## config.mk

```make
export PLATFORM = sky130hd
export DESIGN_NAME = seq_chunk_adder_flat
export DESIGN_NICKNAME = d
export VERILOG_FILES = /design/src/rtl/seq_chunk_adder_if.sv /design/src/rtl/seq_chunk_adder.sv /design/src/flat_wrapper.sv
export SDC_FILE = /design/constraint.sdc
export NUM_CORES = 1
export LEC_CHECK = 0
export ABC_AREA = 1
export CORE_MARGIN = 1.5
export CORE_UTILIZATION = 45
export CTS_BUF_LIST = sky130_fd_sc_hd__clkbuf_4
export DETAILED_ROUTE_END_ITERATION = 10
export GPL_TIMING_DRIVEN = 0
export PLACE_DENSITY = 0.7
export SKIP_LAST_GASP = 1
export SYNTH_ARGS = -nofsm -noshare
export SYNTH_HDL_FRONTEND = slang
export SYNTH_SLANG_ARGS = --single-unit
```

## constraint.sdc

```tcl
create_clock -name clk -period 2.7 [get_ports clk]
set_input_delay 0.54 -clock clk [delete_from_list [all_inputs] [get_ports clk]]
set_output_delay 0.54 -clock clk [all_outputs]
set_load 0.02 [all_outputs]
```

## src/rtl/seq_chunk_adder_if.sv

```systemverilog
// Operand/result handshake bundle for seq_chunk_adder.
// master drives operands and out_ready; slave is the adder.
interface seq_chunk_adder_if #(
  parameter int WIDTH = 16
);
  logic             in_valid;
  logic             in_ready;
  logic [WIDTH-1:0] x;
  logic [WIDTH-1:0] y;
  logic             c_in;
  logic             sub;
  logic             out_valid;
  logic             out_ready;
  logic [WIDTH-1:0] sum;
  logic             c_out;
  logic             overflow;

  modport master (
    output in_valid, x, y, c_in, sub, out_ready,
    input  in_ready, out_valid, sum, c_out, overflow
  );

  modport slave (
    input  in_valid, x, y, c_in, sub, out_ready,
    output in_ready, out_valid, sum, c_out, overflow
  );
endinterface

```

## src/rtl/seq_chunk_adder.sv

```systemverilog
// Multi-cycle add/subtract unit: one CHUNK-bit slice per clock with a registered carry.
// Subtract is folded in at acceptance by inverting y and the carry-in.
//
// state | meaning
// IDLE  | in_ready=1, waiting for operands
// CALC  | adding chunk k each edge, k = 0 .. N-1
// DONE  | out_valid=1, result held until out_ready
module seq_chunk_adder #(
  parameter int WIDTH = 16,
  parameter int CHUNK = 4
) (
  input logic            clk,
  input logic            rst,
  seq_chunk_adder_if.slave bus
);
  localparam int N  = WIDTH / CHUNK;
  localparam int KW = (N > 1) ? $clog2(N) : 1;

  if ((CHUNK < 1) || (WIDTH % CHUNK != 0)) begin : g_param_check
    $error("seq_chunk_adder: WIDTH must be a positive multiple of CHUNK");
  end

  typedef enum logic [1:0] {IDLE, CALC, DONE} state_t;

  state_t            state, state_nxt;
  logic [WIDTH-1:0]  a_q, b_q, sum_q;
  logic              carry_q, c_out_q, ovf_q;
  logic [KW-1:0]     k_q;
  logic              last_chunk;
  logic [CHUNK-1:0]  a_k, b_k, s_k;
  logic              c_k_out, c_top_in;

  assign a_k        = a_q[int'(k_q)*CHUNK +: CHUNK];
  assign b_k        = b_q[int'(k_q)*CHUNK +: CHUNK];
  assign {c_k_out, s_k} = {1'b0, a_k} + {1'b0, b_k} + (CHUNK+1)'(carry_q);
  // carry into the chunk MSB recovered from the MSB sum bit
  assign c_top_in   = a_k[CHUNK-1] ^ b_k[CHUNK-1] ^ s_k[CHUNK-1];
  assign last_chunk = (k_q == KW'(N-1));

  always_ff @(posedge clk) begin
    if (rst) begin
      state   <= IDLE;
      k_q     <= '0;
      carry_q <= 1'b0;
      sum_q   <= '0;
      c_out_q <= 1'b0;
      ovf_q   <= 1'b0;
      a_q     <= '0;
      b_q     <= '0;
    end else begin
      state <= state_nxt;
      case (state)
        IDLE: begin
          if (bus.in_valid) begin
            a_q     <= bus.x;
            b_q     <= bus.sub ? ~bus.y : bus.y;
            carry_q <= bus.c_in ^ bus.sub;
            k_q     <= '0;
          end
        end
        CALC: begin
          sum_q[int'(k_q)*CHUNK +: CHUNK] <= s_k;
          carry_q <= c_k_out;
          k_q     <= k_q + 1'b1;
          if (last_chunk) begin
            c_out_q <= c_k_out;
            ovf_q   <= c_k_out ^ c_top_in;
          end
        end
        default: ;
      endcase
    end
  end

  always_comb begin
    state_nxt     = state;
    bus.in_ready  = 1'b0;
    bus.out_valid = 1'b0;
    case (state)
      IDLE: begin
        bus.in_ready = 1'b1;
        if (bus.in_valid) state_nxt = CALC;
      end
      CALC: begin
        if (last_chunk) state_nxt = DONE;
      end
      DONE: begin
        bus.out_valid = 1'b1;
        if (bus.out_ready) state_nxt = IDLE;
      end
      default: state_nxt = IDLE;
    endcase
  end

  assign bus.sum      = sum_q;
  assign bus.c_out    = c_out_q;
  assign bus.overflow = ovf_q;
endmodule

```

## src/flat_wrapper.sv

```systemverilog
// flat-port wrapper written by rule: the top's interface ports become plain ports
module seq_chunk_adder_flat 
#(
  parameter int WIDTH = 16,
  parameter int CHUNK = 4
)
  (clk, rst, bus_in_valid, bus_x, bus_y, bus_c_in, bus_sub, bus_out_ready, bus_in_ready, bus_out_valid, bus_sum, bus_c_out, bus_overflow);
  seq_chunk_adder_if #(.WIDTH(WIDTH)) bus_i ();
  input logic clk;
  input logic rst;
  input wire logic [$bits(bus_i.in_valid)-1:0] bus_in_valid;
  input wire logic [$bits(bus_i.x)-1:0] bus_x;
  input wire logic [$bits(bus_i.y)-1:0] bus_y;
  input wire logic [$bits(bus_i.c_in)-1:0] bus_c_in;
  input wire logic [$bits(bus_i.sub)-1:0] bus_sub;
  input wire logic [$bits(bus_i.out_ready)-1:0] bus_out_ready;
  output wire logic [$bits(bus_i.in_ready)-1:0] bus_in_ready;
  output wire logic [$bits(bus_i.out_valid)-1:0] bus_out_valid;
  output wire logic [$bits(bus_i.sum)-1:0] bus_sum;
  output wire logic [$bits(bus_i.c_out)-1:0] bus_c_out;
  output wire logic [$bits(bus_i.overflow)-1:0] bus_overflow;
  assign bus_i.in_valid = bus_in_valid;
  assign bus_i.x = bus_x;
  assign bus_i.y = bus_y;
  assign bus_i.c_in = bus_c_in;
  assign bus_i.sub = bus_sub;
  assign bus_i.out_ready = bus_out_ready;
  assign bus_in_ready = bus_i.in_ready;
  assign bus_out_valid = bus_i.out_valid;
  assign bus_sum = bus_i.sum;
  assign bus_c_out = bus_i.c_out;
  assign bus_overflow = bus_i.overflow;
  seq_chunk_adder #(.WIDTH(WIDTH), .CHUNK(CHUNK)) u_core (.clk(clk), .rst(rst), .bus(bus_i));
endmodule
```

==> summary.txt <==
Run status - completed
Reg2reg path depth - 12
Sequential fraction of the synthesis area - 39.7%
DRT Wirelength - 6390 um
Seq cells post-synth - 55
Maximum clock rate - 394 MHz
Total track usage - 20.9%
Clock Tree Root - clkbuf_4
Starting DRT DRC Count - 143
Routed Antenna Nets - 0
Maximum number of pins on one net before global-route repair - 16
Initial antenna violation count - 0
CP Max Fanout - 12
Hold path depth - 2
Post-synthesis compound-gate area fraction - 20.0%
Crit path capture type - register
Layout cell share with drive strength beyond 1 - 14.0%
Worst-Margin Slew - 0.681 ns
Kind of critical path - reg2reg
Total core area - 0.00592 mm2
Number of CTS-inserted buffers - 5
Max H-tree Level - 2
GP Congestion - 0.827
Tcrit/Tclk final - 94.1%
Mux share of post-synthesis cell area - 0%
RSZ-0062 raised after global routing - no
Mapped Area - 0.00277 mm2
Arr. time, crit path - 2.84 ns
Xor/xnor share of the synthesized area - 5.69%
N_diodes - 0
Area overhead of the layout relative to synthesis - 26.7%
Drt first pass iters - 4
Leakage - 1.36 nW
Synth Net Count - 392
Clock skew - 0.0210 ns
Slew margin rel. - 54.6%
Max_cap viols - 0
I/O pins - 58
Vias per cell - 5.09
R2R setup slack - 0.16 ns
Final #Nets - 454
Clock Path Buffers - 2
Routed len/inst - 13.3 um
GR Overflow Total - 0
Slew Limit Fails - 0
Largest family of logic cells by synthesized area - simple AND/OR/NAND/NOR gates
Syn avg cell area - 8.08 um2
YS warnings - 0
Clk sink count - 55
Post-synth top flop - dfxtp_1
Die extent in y - 81.5 um
Hold_ws - 0.473 ns
Vias - 2,446
First-pass GRT wire length - 10,600 um
Post-synthesis instance total - 343
I/O Buffers - 55
Hold bufs inserted after CTS - 0
Post-Synth Adder-Cell Area - 5.51%
Tmin final - 2.54 ns
CP Launch Type - register
CTS tree - built
Tot Pwr - 1.76 mW
# DRC - 0
DP HPWL - 4760 um
Clk slew on worst S/H paths - 0.16 ns
Worst-Skew Late Latency - 0.38 ns
Die Footprint - 0.00664 mm2
Post-CTS setup buffers - 0
Critical Path RT - 3.00 ns
# rows - 28
Setup violations, final - 0
Number of synthesized flops with an enable pin - 0
Post-synth cell types - 33
Peak supply drop - 343 uV
Async SR Flop Fraction - 0%
Starting Density - 46.8%
Vias in the first global route - 2,266
Simple logic cell fraction of the synthesized area - 21.9%
Final hold violations - 0
Pwr dens - 500 mW/mm2
Worst hold path type - reg2reg
DIE WIDTH - 81.5 um
Setup TNS - 0 ns
cells in the mapped netlist, types with 3 or more instances:
cell type / number / share of area (%)
dfxtp_1: 55 / 40
nor2_2: 3 / 0.68
clkbuf_1: 8 / 1.1
nand4_1: 3 / 0.68
a211oi_2: 15 / 6.8
nor2_1: 71 / 9.6
a22oi_1: 4 / 1.1
o22ai_1: 6 / 1.4
a21oi_1: 19 / 3.4
o21ai_0: 32 / 5.8
nand2_4: 3 / 1.2
buf_1: 3 / 0.41
inv_2: 4 / 0.54
inv_1: 19 / 2.6
nand2_1: 39 / 5.3
buf_2: 3 / 0.54
xnor2_1: 16 / 5.1
ha_1: 9 / 4.1
nand3_1: 8 / 1.4
report_power, final:
part / total, mW / switching (mW) / internal [mW]
clock network: 0.354 / 0.247 / 0.107
logic: 0.505 / 0.289 / 0.215
registers: 0.899 / 0.0323 / 0.866
critical path, stage by stage, from the launching register on:
cell	delay, ns
dfxtp_2	0.39
inv_1	0.13
clkbuf_4	0.25
nor2_1	0.07
o22ai_2	0.22
fa_2	0.25
inv_1	0.05
fa_1	0.42
xnor2_2	0.27
nand2_1	0.08
nor2_1	0.13
nand2_1	0.08
a21oi_1	0.12
stage by stage:
step | area (um2) | setup WS (ns) | util [%] | instances
floorplan | 2770 | 0.381 | - | 343
global placement | 3420 | -0.254 | 57.7 | 473
detailed placement | 3420 | -0.271 | 57.7 | 473
CTS | 3480 | 0.00304 | 58.8 | 481
global route | 3510 | 0.0158 | 59.3 | 481
finish | 3510 | 0.159 | 59.3 | 481
cell type report:
class	instances	area, um2
clock buffer	6	45.0
buffer	19	126
tap	75	93.8
multi-input combinational	246	1500
timing repair buffer	55	551
clock inverter	2	7.51
fill	540	2410
inverter	23	86.3
sequential	55	1100
registers in the layout, summed over array words and instances (netlist names):
name and flops:
u_core.a_q 16, u_core.b_q 16, u_core.bus.c_out 1, u_core.bus.overflow 1
u_core.bus.sum 16, u_core.carry_q 1, u_core.k_q 2, u_core.state 2
placed cells by master (no fill, tap or decap), types with 2 or more instances in the layout:
master and instances:
buf_4 2, nor2_4 2, nand2_1 39, clkbuf_4 9, inv_1 19, nand3_1 8, nor2_1 71, dfxtp_1 53
clkinv_1 2, o22ai_2 2, clkdlybuf4s50_1 55, a21oi_1 19, nor2_2 3, buf_2 4, a32oi_1 2, a22oi_1 4
nand4_1 3, a211oi_2 15, clkbuf_1 3, o21ai_0 32, nand2_2 2, xnor2_1 15, ha_1 9, dfxtp_2 2
nand2_4 3, o22ai_1 4, inv_2 4, xor2_1 2, buf_1 3, buf_8 2, a31oi_1 2
per-layer routing:
metal / global-route usage (%) / vias to the layer above / part of all wire (%)
met5: 0 / - / 0
met4: 5.69 / 0 / 0.88
met3: 3.89 / 8 / 4.4
met2: 33.7 / 65 / 47
met1: 28.6 / 1119 / 48
li1: - / 1254 / -
final timing paths:
kind / from / end
min reg2reg: u_core.bus.sum[2] / u_core.bus.sum[2]
min: u_core.bus.sum[2] / u_core.bus.sum[2]
max: u_core.k_q[0] / u_core.bus.sum[14]
max reg2reg: u_core.k_q[0] / u_core.bus.sum[14]
cell families (layout without fill, tap and decap cells):
| kind of cell | Yosys count | count (layout) |
|---|---|---|
| and+or+nand+nor | 135 | 135 |
| DFF | 55 | 55 |
| adders and majority gates | 11 | 11 |
| buffers and inverters | 42 | 105 |
| xor gates and xnor gates | 18 | 18 |
| AOI/OAI and AO/OA | 82 | 82 |
timing repair:
action / 4_1_cts / 5_1_grt
hold endpoints to repair: 0 / 0
resized for setup: 7 / 12
endpoints found under the setup margin: 8 / 10
Note: power is estimated with default switching activity, not from simulation.
